**src/rtl/countdown_timer.sv**
```systemverilog
// Loadable mm:ss BCD down-counter: one second per tick, stops at 00:00 with a one-cycle expired pulse.
// Digits are kept directly in BCD so the display path can share the time-of-day format.
module countdown_timer #(
    parameter int unsigned MAX_MIN_TENS = 5
) (
    input  logic       clk,
    input  logic       reset,
    input  logic       tick,
    input  logic       load,
    input  logic [3:0] ld_min_tens,
    input  logic [3:0] ld_min_ones,
    input  logic [3:0] ld_sec_tens,
    input  logic [3:0] ld_sec_ones,
    input  logic       start,
    input  logic       pause,
    output logic [3:0] min_tens,
    output logic [3:0] min_ones,
    output logic [3:0] sec_tens,
    output logic [3:0] sec_ones,
    output logic       running,
    output logic       sec_borrow,
    output logic       expired
);

    localparam int unsigned DW = 4;
    localparam logic [DW-1:0] MT_MAX = DW'(MAX_MIN_TENS);

    typedef enum logic [1:0] {
        IDLE   = 2'd0,
        RUN    = 2'd1,
        PAUSED = 2'd2,
        DONE   = 2'd3
    } state_t;

    state_t        state, state_nxt;
    logic [DW-1:0] min_tens_nxt, min_ones_nxt, sec_tens_nxt, sec_ones_nxt;
    logic          running_nxt, sec_borrow_nxt, expired_nxt;
    logic          is_zero;

    // State and all outputs registered together
    always_ff @(posedge clk or posedge reset) begin
        if (reset) begin
            state      <= IDLE;
            min_tens   <= '0;
            min_ones   <= '0;
            sec_tens   <= '0;
            sec_ones   <= '0;
            running    <= 1'b0;
            sec_borrow <= 1'b0;
            expired    <= 1'b0;
        end else begin
            state      <= state_nxt;
            min_tens   <= min_tens_nxt;
            min_ones   <= min_ones_nxt;
            sec_tens   <= sec_tens_nxt;
            sec_ones   <= sec_ones_nxt;
            running    <= running_nxt;
            sec_borrow <= sec_borrow_nxt;
            expired    <= expired_nxt;
        end
    end

    assign is_zero = (min_tens == '0) && (min_ones == '0) &&
                     (sec_tens == '0) && (sec_ones == '0);

    // Next state, next digits and pulses; priority load > pause/start > tick
    always_comb begin
        state_nxt      = state;
        min_tens_nxt   = min_tens;
        min_ones_nxt   = min_ones;
        sec_tens_nxt   = sec_tens;
        sec_ones_nxt   = sec_ones;
        sec_borrow_nxt = 1'b0;
        expired_nxt    = 1'b0;

        if (load) begin
            state_nxt    = IDLE;
            min_tens_nxt = (ld_min_tens > MT_MAX)   ? MT_MAX    : ld_min_tens;
            min_ones_nxt = (ld_min_ones > DW'(9))   ? DW'(9)    : ld_min_ones;
            sec_tens_nxt = (ld_sec_tens > DW'(5))   ? DW'(5)    : ld_sec_tens;
            sec_ones_nxt = (ld_sec_ones > DW'(9))   ? DW'(9)    : ld_sec_ones;
        end else begin
            case (state)
                IDLE, PAUSED: begin
                    // In PAUSED, start wins over a simultaneous pause
                    if (start && !is_zero) state_nxt = RUN;
                end
                RUN: begin
                    if (pause) begin
                        state_nxt = PAUSED;
                    end else if (tick) begin
                        if (sec_ones != '0) begin
                            sec_ones_nxt = sec_ones - DW'(1);
                        end else if (sec_tens != '0) begin
                            sec_ones_nxt = DW'(9);
                            sec_tens_nxt = sec_tens - DW'(1);
                        end else begin
                            sec_ones_nxt   = DW'(9);
                            sec_tens_nxt   = DW'(5);
                            sec_borrow_nxt = 1'b1;
                            if (min_ones != '0) begin
                                min_ones_nxt = min_ones - DW'(1);
                            end else begin
                                min_ones_nxt = DW'(9);
                                min_tens_nxt = min_tens - DW'(1);
                            end
                        end
                        // Only a step from 00:01 can land on 00:00
                        if ((min_tens == '0) && (min_ones == '0) &&
                            (sec_tens == '0) && (sec_ones == DW'(1))) begin
                            state_nxt   = DONE;
                            expired_nxt = 1'b1;
                        end
                    end
                end
                default: ;
            endcase
        end
    end

    assign running_nxt = (state_nxt == RUN);

endmodule

```
**config.mk**
```make
export PLATFORM = sky130hd
export DESIGN_NAME = countdown_timer
export DESIGN_NICKNAME = d
export VERILOG_FILES = /design/src/rtl/countdown_timer.sv
export SDC_FILE = /design/constraint.sdc
export NUM_CORES = 1
export LEC_CHECK = 0
export BUFFER_PORTS_ARGS = -buffer_cell sky130_fd_sc_hd__buf_2
export CORE_MARGIN = 10
export CORE_UTILIZATION = 40
export DETAILED_ROUTE_END_ITERATION = 16
export GPL_ROUTABILITY_DRIVEN = 0
export PLACE_DENSITY = 0.64
export RECOVER_POWER = 100
export SYNTH_ARGS = -nofsm -noshare
export SYNTH_HDL_FRONTEND = slang
export SYNTH_SLANG_ARGS = --single-unit
```
**constraint.sdc**
```tcl
create_clock -name clk -period 2.5 [get_ports clk]
set_input_delay 0.5 -clock clk [delete_from_list [all_inputs] [get_ports clk]]
set_output_delay 0.5 -clock clk [all_outputs]
set_load 0.01 [all_outputs]
```
After elaboration in Yosys (flattened, before gate mapping)

Index checks and enable logic that the tools add are counted.
Widths: inputs -> output; s select.

Input port bits: 22
Flip-flop bits (word level): 21

Equal/unequal tests: 8
Reduce and logical (&&, ||, !) cells: 21
$lt $le $gt $ge: 4
Mux-type cells: 46
Add/subtract/negate cells: 4

Operators by type and width:

| kind                | number |
|---|---|
| $mux 4              | 29 |
| $logic_not 4->1     | 4 |
| $sub 4x1->4 const B | 4 |
| $reduce_bool 4->1   | 3 |
| $mux 1              | 11 |
| $mux 2              | 5 |
| $gt 4x3->1 const B  | 2 |
| $gt 4x4->1 const B  | 2 |
| $ne 2x2->1 const B  | 4 |
| $reduce_and 6->1    | 1 |
| $logic_and 1x1->1   | 5 |
| $reduce_and 5->1    | 1 |
| $eq 2x1->1 const B  | 2 |
| $eq 4x1->1 const B  | 1 |
| $pmux 2 s2          | 1 |
| $reduce_and 4->1    | 1 |
| $reduce_bool 2->1   | 2 |
| $reduce_and 3->1    | 1 |
| $eq 2x2->1 const B  | 1 |
| $logic_not 2->1     | 1 |
| $reduce_or 2->1     | 1 |
| $logic_not 1->1     | 1 |

Longest topological paths before layout

Depth after elaboration: 10
Gate-level depth with buffers: 6
Depth with buffers taken out: 6

Least setup slack after synthesis

OpenSTA, ideal clock, no wires.

Path type: flip-flop to flip-flop
Start point: register min_ones[0]
End point: register min_tens[3]
Stages on the path, launching flop included: 5
Path buffers: 0
Library setup time: 0.078 ns
Setup slack: 0.601 ns
Clock period less this slack: 1.899 ns
Arrival: 1.821 ns
Required time: 2.422 ns
Cells stage by stage: dfrtp_1 -> or4_1 -> or4_1 -> or3_1 -> a21oi_1

Longest elaborated chain between the ends: 3

Ends and longest elaborated chain:

| element                    | RTL line | text |
|---|---|---|
| from (decl)                | 17       | `output logic [3:0] min_ones,` |
| from (signal assigned)     | 54       | `min_ones <= min_ones_nxt;` |
| $reduce_bool 4->1          | 101      | `if (min_ones != '0) begin` |
| $ne 2x2->1 (no line)       | -        |  |
| $reduce_and 6->1 (no line) | -        |  |
| to (signal assigned)       | 53       | `min_tens <= min_tens_nxt;` |
| to (decl)                  | 16       | `output logic [3:0] min_tens,` |

No other way between the ends.
A chain may end at the register's enable or synchronous reset.

Worst setup path after layout

Same ends and word-level chain as after synthesis.

==> flow_metrics.tcl <==
set metrics [dict create \
    setup_violations 0 \
    crit_chain "or4_1 > or4_1 > or3_1 > a21oi_1" \
    maxCapViolCount 0 \
    start_kind "flip-flop" \
    holdBufCountCts 0 \
    yosysTopAreaCell "dfrtp_1" \
    grt_usage_pct 12.2 \
    cts_made_buffers 3 \
    drt_iter0_markers 75 \
    h-tree-depth 1 \
    clk_pin_slew_ns 0.11 \
    coreArea_um2 2830 \
    synth_cell_types 37 \
    pin_count 41 \
    rows 19 \
    finalMaxSlewViolations 0 \
    cts_tree "built" \
    cts.sinks 21 \
    p_sw_uw 219 \
    grt_pass1_vias 1204 \
    fmax_ghz 0.492 \
    grt-ovfl-total 0 \
    grt_max_degree 32 \
    crit_required_ns 2.73 \
    cp_max_fo 7 \
    hold_viol 0 \
    port_buffers 40 \
    holdCritPathClass "input port to async pin" \
    cpMostUsedCell "or4_1" \
    period_minus_slack_ns 2.03 \
    path_class "flip-flop to flip-flop" \
    finalPower_uw 703 \
    fp.dieW_um 74.9 \
    dpl-instance-area_um2 1430 \
    whs_ns 0.338 \
    synth_ff_type "dfrtp_1" \
    drive_above_1_share_pct 16.2 \
    post-route-period-util_pct 81.3 \
    initial_core_util_pct 42.7 \
    n_antenna_cell 0 \
    wl_per_cell_um 16.3 \
    postRouteWirelength_mm 3.32 \
    antenna_found_initial 0 \
    rsz0062_at_grt "false" \
    hpwlAfterDp_mm 2.54 \
    drc 0 \
    synth_top_area_share_pct 43.5 \
    netlist_instances 133 \
    drtPass1Iterations 4 \
    max_slew.worst_pin.slew_ns 0.824 \
    ys_seq_area_share_pct 43.5 \
    final_area_um2 1420 \
    synth_warnings 0 \
    slowest_delay_ns 0.58 \
    nFillCells 310 \
    fin_skew_ns 0.00285 \
    max-slew-margin-rel_pct 45.0 \
    worst_ep_arrival_time_ns 2.26 \
    synth.avg_cell_area_um2 9.08 \
    synth.area.top_cells "dfrtp_1 44%, o21ai_0 5.0%, nor2_1 3.7%" \
    chipHeight_um 74.9 \
    cts_root_buf "clkbuf_4" \
    syn_area_um2 1210 \
    cts_setup_buffers 0 \
    insertion_delay_ns 0.30 \
    nNetsFinal 197 \
    tns_ns 0 \
    status "finished clean" \
    clkPwrFrac_pct 23.3 \
    combPwrFrac_pct 20.8 \
    cts.repair.resized 0 \
    slowest_stage "or4_1" \
    postRouteAntennaNets 0 \
    ys_ff_latch 21 \
    via_count 1177 \
    synth-edff-count 0 \
    die_area_um2 5620 \
    syn_nets 156 \
    clock_path_buffers 2 \
    area_growth_pct 17.3 \
    synthArstFlopShare_pct 100 \
    p_leak_uw 0.000570 \
    ir_drop_uv 241 \
    seqPwrFrac_pct 55.9 \
    p_int_uw 484 \
    crit_path_end_kind "flip-flop" \
    switching_share_pct 31.1 \
    grt_pass1_wl_mm 5.37 \
    avgViaCountPerCell 5.77 \
    powerDensity_nw_per_um2 496 \
]
==> synthesized netlist by cell type (3+ instances only) <==
library cell	instances
a21oi_1	6
clkbuf_1	3
dfrtp_1	21
inv_1	7
mux2i_1	3
nand2_1	9
nand3_1	8
nand4_1	3
nor2_1	12
nor4_1	7
o21ai_0	12
o22ai_1	3
o31a_1	3
or4_1	4
xnor2_1	5
==> final timing paths <==
| kind | startpoint | end | slack [ns] | cells after the start |
|---|---|---|---|---|
| worst max-delay path | min_ones[0] | min_tens[3] | 0.47 | 4 |
| min in group clk | ld_sec_tens[3] | sec_tens[1] | 0.40 | 2 |
| worst min-delay path | reset | sec_ones[1] | 0.34 | 2 |
| worst max register to register | min_ones[0] | min_tens[3] | 0.47 | 4 |
| max in group asynchronous | reset | sec_ones[0] | 1.65 | 2 |
| worst min register to register | sec_tens[3] | sec_tens[3] | 0.57 | 2 |
==> worst max-delay path, delay by kind of cell, from the launching register on <==
kind	cells	cell delay (ns)
AND/OR/NAND/NOR	3	1.35
flip-flops	1	0.48
AO/OA/AOI/OAI	1	0.14
==> logic make-up (layout without fill, tap and decap cells) <==
logic type | Yosys count | count (layout) | synth area share (%)
simple gates | 57 | 57 | 27.2
xor+xnor | 6 | 6 | 4.35
fa+ha+maj | 1 | 1 | 1.04
buf+inv | 12 | 52 | 4.25
mux | 3 | 3 | 2.49
compound gates | 33 | 33 | 17.2
flops | 21 | 21 | 43.5
==> through the flow <==
step | util, % | cells | worst slack (ns)
final | 50.1 | 204 | 0.468
after global routing | 50.1 | 204 | 0.355
after CTS | 51.4 | 204 | 0.473
after detailed placement | 50.5 | 200 | 0.366
after global placement | 50.5 | 200 | 0.417
after floorplan | - | 133 | 0.601
==> flip-flops by register name, summed over array words and instances (netlist names) <==
name,flops
expired,1
running,1
state,2
sec_ones,4
sec_tens,4
min_tens,4
sec_borrow,1
min_ones,4
==> power by group through the flow <==
stage / Sequential, µW / Clock, µW / Combinational [µW]
2_1_floorplan: 403 / 0 / 83.6
3_3_place_gp: 398 / 0 / 151
3_5_place_dp: 399 / 0 / 154
4_1_cts: 392 / 172 / 155
5_1_grt: 397 / 182 / 165
6_report: 393 / 164 / 146
==> per-layer routing <==
layer	up-vias	global-route usage (%)	share of wire (%)	wire, µm
met1	562	14.0	44	1460
met4	0	4.41	0.48	16
met2	35	20.7	48	1610
li1	578	-	-	-
met3	2	4.20	6.9	229
met5	-	0	0	0
==> layout make-up <==
cell class | instances | area, µm² | area share, %
well taps | 31 | 38.8 | 2.74
repair buffers | 41 | 181 | 12.8
multi-input cells | 100 | 618 | 43.6
inverters | 7 | 26.3 | 1.86
flip-flops and latches | 21 | 526 | 37.1
clock buffers | 4 | 26.3 | 1.86
==> cells in the final DEF, fill, tap and decap left out, types with 3 or more instances in the layout <==
cell       n
nor4_1     9
dfrtp_1   21
nor2_1    12
a21oi_1    6
nand4_1    3
inv_1      7
mux2i_1    3
o22ai_1    3
clkbuf_4   3
xnor2_1    5
or4_1      4
buf_2     22
clkbuf_1  20
nand2_1    9
nand3_1    8
o31a_1     3
o21ai_0   12
No activity file was read; power rests on OpenSTA's default activity.
